==> src/rtl/uart_boot_loader_pkg.sv <==
// Shared types and constants for the UART boot loader.
package uart_boot_loader_pkg;

  // Frame parser states (3-bit encoding)
  typedef enum logic [2:0] {
    S_LEN0 = 3'd0,
    S_LEN1 = 3'd1,
    S_DATA = 3'd2,
    S_CSUM = 3'd3,
    S_DONE = 3'd4
  } state_t;

  // Frame layout: two length bytes, then four bytes per word
  localparam int HDR_BYTES        = 2;
  localparam int BYTES_PER_WORD   = 4;

  // 12 MHz clock at 115200 baud
  localparam int DEF_CLKS_PER_BIT = 104;

endpackage

==> src/rtl/uart_boot_loader_if.sv <==
// RAM write port driven by the boot loader until the image is loaded.
interface uart_boot_loader_if #(
  parameter int ADDR_W = 14
);
  // ram_we is a single-cycle strobe; ram_addr/ram_di are valid only while
  // ram_we is high. There is no back-pressure: the RAM must accept every
  // strobe in the cycle it is presented.
  logic [ADDR_W-1:0] ram_addr;
  logic [31:0]       ram_di;
  logic              ram_we;

  modport master (output ram_addr, ram_di, ram_we);
  modport slave  (input  ram_addr, ram_di, ram_we);
endinterface

==> src/rtl/uart_boot_loader_rx_byte.sv <==
// 8N1 UART byte receiver: synchronizer, mid-bit sampling, stop-bit check.
module uart_rx_byte
  import uart_boot_loader_pkg::*;
#(
  parameter int CLKS_PER_BIT = DEF_CLKS_PER_BIT
) (
  input  logic       clk,
  input  logic       reset,
  input  logic       rx,
  output logic       rx_valid,
  output logic [7:0] rx_data,
  output logic       frame_err
);

  localparam int CNT_W = $clog2(CLKS_PER_BIT + 1);
  localparam int HALF  = CLKS_PER_BIT / 2;

  typedef enum logic [2:0] {
    R_IDLE, R_START, R_BITS, R_STOP, R_WAIT_HIGH
  } rx_state_t;

  rx_state_t  rstate;
  logic       s1, s2, s3;
  logic [CNT_W-1:0] cnt;
  logic [2:0] bit_idx;
  logic [7:0] shreg;

  // Two-flop synchronizer plus one delayed copy for falling-edge detection
  always_ff @(posedge clk) begin
    if (reset) begin
      s1 <= 1'b1;
      s2 <= 1'b1;
      s3 <= 1'b1;
    end else begin
      s1 <= rx;
      s2 <= s1;
      s3 <= s2;
    end
  end

  // Bit timing and character assembly; strobes are one cycle wide
  always_ff @(posedge clk) begin
    if (reset) begin
      rstate    <= R_IDLE;
      cnt       <= '0;
      bit_idx   <= '0;
      shreg     <= '0;
      rx_valid  <= 1'b0;
      rx_data   <= '0;
      frame_err <= 1'b0;
    end else begin
      rx_valid  <= 1'b0;
      frame_err <= 1'b0;
      case (rstate)
        R_IDLE: begin
          cnt <= '0;
          if (s3 && !s2) rstate <= R_START;
        end
        R_START: begin
          if (cnt == CNT_W'(HALF - 1)) begin
            cnt     <= '0;
            bit_idx <= '0;
            // Line back high at mid start bit: treat as a glitch
            rstate  <= s2 ? R_IDLE : R_BITS;
          end else begin
            cnt <= cnt + CNT_W'(1);
          end
        end
        R_BITS: begin
          if (cnt == CNT_W'(CLKS_PER_BIT - 1)) begin
            cnt   <= '0;
            shreg <= {s2, shreg[7:1]};
            if (bit_idx == 3'd7) rstate <= R_STOP;
            else bit_idx <= bit_idx + 3'd1;
          end else begin
            cnt <= cnt + CNT_W'(1);
          end
        end
        R_STOP: begin
          if (cnt == CNT_W'(CLKS_PER_BIT - 1)) begin
            cnt <= '0;
            if (s2) begin
              rx_valid <= 1'b1;
              rx_data  <= shreg;
              rstate   <= R_IDLE;
            end else begin
              frame_err <= 1'b1;
              rstate    <= R_WAIT_HIGH;
            end
          end else begin
            cnt <= cnt + CNT_W'(1);
          end
        end
        R_WAIT_HIGH: begin
          if (s2) rstate <= R_IDLE;
        end
        default: rstate <= R_IDLE;
      endcase
    end
  end

endmodule

==> src/rtl/uart_boot_loader.sv <==
// Receives a length/data/checksum frame over UART and writes it to RAM.
module uart_boot_loader
  import uart_boot_loader_pkg::*;
#(
  parameter int CLKS_PER_BIT = DEF_CLKS_PER_BIT,
  parameter int ADDR_W       = 14,
  parameter int MAX_WORDS    = 16384,
  parameter int TIMEOUT_CLKS = 1200000
) (
  input  logic                clk,
  input  logic                reset,
  input  logic                uart_rx,
  uart_boot_loader_if.master  ram,
  output logic                boot,
  output logic                busy,
  output logic                err,
  output state_t              state
);

  localparam int TMO_W = $clog2(TIMEOUT_CLKS + 1);

  logic             rx_valid;
  logic [7:0]       rx_data;
  logic             frame_err;

  logic [15:0]      len;
  logic [7:0]       csum;
  logic [ADDR_W-1:0] word_idx;
  logic [1:0]       lane;
  logic [23:0]      shreg;
  logic [ADDR_W-1:0] addr_q;
  logic [31:0]      di_q;
  logic             we_q;
  logic [TMO_W-1:0] tmo_cnt;
  logic             tmo_hit;
  logic             abort;
  logic [15:0]      len_full;
  logic             last_word;

  uart_rx_byte #(.CLKS_PER_BIT(CLKS_PER_BIT)) u_rx (
    .clk       (clk),
    .reset     (reset),
    .rx        (uart_rx),
    .rx_valid  (rx_valid),
    .rx_data   (rx_data),
    .frame_err (frame_err)
  );

  assign busy      = (state == S_LEN1) || (state == S_DATA) || (state == S_CSUM);
  assign tmo_hit   = (tmo_cnt == TMO_W'(TIMEOUT_CLKS - 1));
  // A received byte always takes precedence over a timeout in the same cycle
  assign abort     = busy && !rx_valid && (frame_err || tmo_hit);
  assign len_full  = {rx_data, len[7:0]};
  assign last_word = (17'(word_idx) + 17'd1) == 17'(len);

  assign ram.ram_addr = addr_q;
  assign ram.ram_di   = di_q;
  assign ram.ram_we   = we_q;

  // Frame parser, word assembler, checksum and inter-byte timeout
  always_ff @(posedge clk) begin
    if (reset) begin
      state    <= S_LEN0;
      len      <= '0;
      csum     <= '0;
      word_idx <= '0;
      lane     <= '0;
      shreg    <= '0;
      addr_q   <= '0;
      di_q     <= '0;
      we_q     <= 1'b0;
      boot     <= 1'b0;
      err      <= 1'b0;
      tmo_cnt  <= '0;
    end else begin
      we_q <= 1'b0;
      if (busy && !rx_valid) tmo_cnt <= tmo_cnt + TMO_W'(1);
      else tmo_cnt <= '0;

      if (abort) begin
        err   <= 1'b1;
        state <= S_LEN0;
      end else begin
        case (state)
          S_LEN0: begin
            word_idx <= '0;
            lane     <= '0;
            if (rx_valid) begin
              len[7:0] <= rx_data;
              csum     <= rx_data;
              err      <= 1'b0;
              state    <= S_LEN1;
            end
          end
          S_LEN1: begin
            if (rx_valid) begin
              len[15:8] <= rx_data;
              csum      <= csum + rx_data;
              if (17'(len_full) > 17'(MAX_WORDS)) begin
                err   <= 1'b1;
                state <= S_LEN0;
              end else if (len_full == 16'd0) begin
                state <= S_CSUM;
              end else begin
                state <= S_DATA;
              end
            end
          end
          S_DATA: begin
            if (rx_valid) begin
              csum <= csum + rx_data;
              case (lane)
                2'd0: shreg[7:0]   <= rx_data;
                2'd1: shreg[15:8]  <= rx_data;
                2'd2: shreg[23:16] <= rx_data;
                default: begin
                  we_q     <= 1'b1;
                  addr_q   <= word_idx;
                  di_q     <= {rx_data, shreg};
                  word_idx <= word_idx + ADDR_W'(1);
                  if (last_word) state <= S_CSUM;
                end
              endcase
              lane <= (lane == 2'(BYTES_PER_WORD - 1)) ? 2'd0 : lane + 2'd1;
            end
          end
          S_CSUM: begin
            if (rx_valid) begin
              if (rx_data == csum) begin
                boot  <= 1'b1;
                state <= S_DONE;
              end else begin
                err   <= 1'b1;
                state <= S_LEN0;
              end
            end
          end
          S_DONE: boot <= 1'b1;
          default: state <= S_LEN0;
        endcase
      end
    end
  end

endmodule

==> src/flat_wrapper.sv <==
// flat-port wrapper written by rule: the top's interface ports become plain ports
module uart_boot_loader_flat import uart_boot_loader_pkg::*;
#(
  parameter int CLKS_PER_BIT = DEF_CLKS_PER_BIT,
  parameter int ADDR_W       = 14,
  parameter int MAX_WORDS    = 16384,
  parameter int TIMEOUT_CLKS = 1200000
)
  (clk, reset, uart_rx, boot, busy, err, state, ram_ram_addr, ram_ram_di, ram_ram_we);
  uart_boot_loader_if #(.ADDR_W(ADDR_W)) ram_i ();
  input  logic clk;
  input  logic reset;
  input  logic uart_rx;
  output logic boot;
  output logic busy;
  output logic err;
  output state_t state;
  output wire logic [$bits(ram_i.ram_addr)-1:0] ram_ram_addr;
  output wire logic [$bits(ram_i.ram_di)-1:0] ram_ram_di;
  output wire logic [$bits(ram_i.ram_we)-1:0] ram_ram_we;
  assign ram_ram_addr = ram_i.ram_addr;
  assign ram_ram_di = ram_i.ram_di;
  assign ram_ram_we = ram_i.ram_we;
  uart_boot_loader #(.CLKS_PER_BIT(CLKS_PER_BIT), .ADDR_W(ADDR_W), .MAX_WORDS(MAX_WORDS), .TIMEOUT_CLKS(TIMEOUT_CLKS)) u_core (.clk(clk), .reset(reset), .uart_rx(uart_rx), .ram(ram_i), .boot(boot), .busy(busy), .err(err), .state(state));
endmodule
==> config.mk <==
export PLATFORM = sky130hd
export DESIGN_NAME = uart_boot_loader_flat
export DESIGN_NICKNAME = d
export VERILOG_FILES = /design/src/rtl/uart_boot_loader_pkg.sv /design/src/rtl/uart_boot_loader_if.sv /design/src/rtl/uart_boot_loader_rx_byte.sv /design/src/rtl/uart_boot_loader.sv /design/src/flat_wrapper.sv
export SDC_FILE = /design/constraint.sdc
export NUM_CORES = 1
export LEC_CHECK = 0
export CORE_UTILIZATION = 55
export DETAILED_ROUTE_END_ITERATION = 6
export PLACE_DENSITY = 0.77
export REMOVE_ABC_BUFFERS = 1
export SYNTH_ARGS = -nofsm -noshare
export SYNTH_HDL_FRONTEND = slang
export SYNTH_SLANG_ARGS = --single-unit
==> constraint.sdc <==
create_clock -name clk -period 6.8 [get_ports clk]
set_input_delay 1.36 -clock clk [delete_from_list [all_inputs] [get_ports clk]]
set_output_delay 1.36 -clock clk [all_outputs]
set_load 0.1 [all_outputs]
==> metrics <==
outcome complete, no violations; max-cap violations 0; ant diodes 0; worst-margin pin slew ~1.1 ns; Main synth FF type dfxtp_1; Critical Path Max Stage Delay ~1.2 ns; Power Total 2.03 mW; Post-synth ARST share 0%; register area share after synthesis 44.4%; post-synthesis adder-cell area fraction 2.86%; Vias 6505; DRC viols 0; number of synthesized register bits 171; vias per inst 5.67; mux contribution to synthesized area roughly 3.2%; Buf+Inv Stages, Crit Path 1; Horiz. Die Dim 120 um; P per Cell Area approximately 230 nW/um2; Slew Viols, Final 0; Synth Area in Simple Gates 25.9%; dpl cell area roughly 8200 um2; # Post-CTS Setup Buffers 0; Initial Util 57.3%; Area contributors post-synth dfxtp_1 44%, nand2_1 9.0%, a21oi_1 7.3%, nor2_1 3.7%, mux2i_1 3.2%; critical path class register to output port; CTS tree yes; initial drt markers 510; Final HPWL DP 10800 um; Post-synth EDFFs 0; htree depth 4; CP arrival about 2.5 ns; Gate Count Post-Synth between 900 and 1000; IO Port Bufs 55; Final Hold Vio Count 0; Clock transition at path regs ~0.060 ns; IO Count 56; post-CTS resize count 0; worst path cell trace nor2_1, nor2_1, clkdlybuf4s50_1; f_max around 260 MHz; Hold-fix buffers, CTS 0; die area 14500 um2; worst vdd ir 0.223 mV; Max clock buf depth 2; initial antenna violation count 0; final worst path period share 57.1%; library cells used by synthesis 62; Setup TNS 0 ns; GRT overflow 0; Yosys Warn Count 0; hold worst-path end u_core.u_rx.s2; # setup viols final 0; Area Growth Syn to Fin 14.3%; Worst slew margin 27.5%; clock sinks 171; most frequent cell on the critical path nor2_1; first-pass GRT wire length approximately 28000 um; floorplan row count between 40 and 50; Routed Antenna Nets 0; worst-skew pair later-pin latency 0.43 ns; vias in the first global route roughly 5700; layout cell share with drive strength beyond 1 5.36%; dominant cell type by area after synthesis dfxtp_1; Tmin final 3.88 ns; Core Box Area 13500 um2; drt wl/cell approximately 15 um; Post-Route WL 17000 um; Root Driver clkbuf_16; Worst setup EP type output port; Crit path max-delay family buffers and inverters; Compound-Gate Fraction of Synth Area about 15%; RSZ-0062 raised after global routing false; final instance area between 8000 and 9000 um2; P_leak 3.06 nW; xor-xnor portion of the synthesized cell area 4.66%; CP max stage cell clkdlybuf4s50_1; WHS 0.406 ns; Tot GR Track Use between 20% and 30%; Syn Std Cell Area 7700 um2; flop-to-flop setup slack 4.02 ns; Final #Nets 983; Worst setup SP type register; Mean Syn Cell Area 8.10 um2; Worst Hold Class register to register; most frequent cell after synthesis nand2_1; hold path depth 1; clock buffer count from CTS 17; CP required 5.44 ns; main combinational cell family by area after synthesis simple AND/OR/NAND/NOR gates; Hold Startpoint u_core.u_rx.s1; top cells by count, synth 185 x nand2_1, 171 x dfxtp_1, 112 x a21oi_1; drt pass-1 iters 5; largest net degree at the start of global routing 68; top cell type's share of synthesized area 44.4%; RR Endpoint u_core.csum[7]; worst r2r src u_core.u_rx.rx_data[1]; cells on worst reg2reg path 8; Placer Congestion ~0.8; Die H 120 um; skew final 0.00500 ns; critical-path maximum fanout 16
==> layout make-up <==
type                       instances  area (um2)
fill                            1164        4640
sequential                       171        3420
timing repair buffer              60         586
inverter                          11        41.3
tap                              176         220
clock inverter                     9         151
clock buffer                      18         429
multi-input combinational        702        3960
==> placed cells by master (no fill, tap or decap), types with 10 or more instances in the layout <==
cell | netlist | final
a21oi_1 | 112 | 112
and3_1 | 10 | 10
clkbuf_16 | 0 | 17
clkdlybuf4s50_1 | 0 | 54
dfxtp_1 | 171 | 171
ha_1 | 16 | 16
inv_1 | 10 | 10
mux2i_1 | 25 | 25
nand2_1 | 185 | 185
nand2b_1 | 13 | 13
nand3_1 | 48 | 48
nand4_1 | 15 | 15
nor2_1 | 76 | 76
nor2b_1 | 11 | 11
nor3_1 | 13 | 12
o21ai_0 | 36 | 36
xnor2_1 | 18 | 18
xor2_1 | 23 | 23
==> kinds of logic (layout without fill, tap and decap cells) <==
group / Yosys count / in the layout
simple gates: 422 / 422
flops: 171 / 171
mux: 25 / 25
fa+ha+maj: 17 / 17
xor+xnor: 41 / 41
compound gates: 197 / 197
buf+inv: 78 / 98
==> worst max path at each step <==
| stage | start | to | depth (start not counted) |
|---|---|---|---|
| finish | u_core.state[0] | busy | 3 |
| CTS | u_core.state[1] | busy | 3 |
| floorplan | u_core.state[1] | u_core.word_idx[6] | 7 |
| detailed placement | reset | u_core.word_idx[8] | 8 |
| global route | u_core.state[1] | busy | 3 |
| global placement | u_core.state[1] | busy | 3 |
==> through the flow <==
stage | instances | util (%) | worst slack (ns)
6_report | 1147 | 65.5 | 2.92
5_1_grt | 1147 | 65.5 | 2.80
3_5_place_dp | 1120 | 61.2 | 3.33
2_1_floorplan | 884 | - | 1.66
4_1_cts | 1147 | 65.5 | 2.91
3_3_place_gp | 1120 | 61.2 | 3.39
==> state kept, by name, indices dropped and copies added, names as in the netlist, 2 cells and up <==
name                 cells
u_core.u_rx.bit_idx      3
u_core.u_rx.rx_data      8
u_core.word_idx         14
u_core.tmo_cnt          21
u_core.len              16
u_core.lane              2
u_core.ram.ram_addr     14
u_core.u_rx.cnt          7
u_core.u_rx.shreg        8
u_core.ram.ram_di       32
u_core.state             3
u_core.shreg            24
u_core.csum              8
u_core.u_rx.rstate       3
==> power by group <==
group	internal, mW	switching [mW]
sequential	1.00	0.00484
clock	0.602	0.379
combinational	0.0127	0.0260
total	1.62	0.410
==> metal layers <==
metal	track usage (%)	share of wire, %	up-vias	routed length [um]
met5	0	0	-	0
met3	5.28	4.4	19	757
met2	38.2	47	135	7930
met1	32.3	48	3045	8100
li1	-	-	3306	-
met4	8.02	1.4	0	243
(Power assumes the default switching activity.)
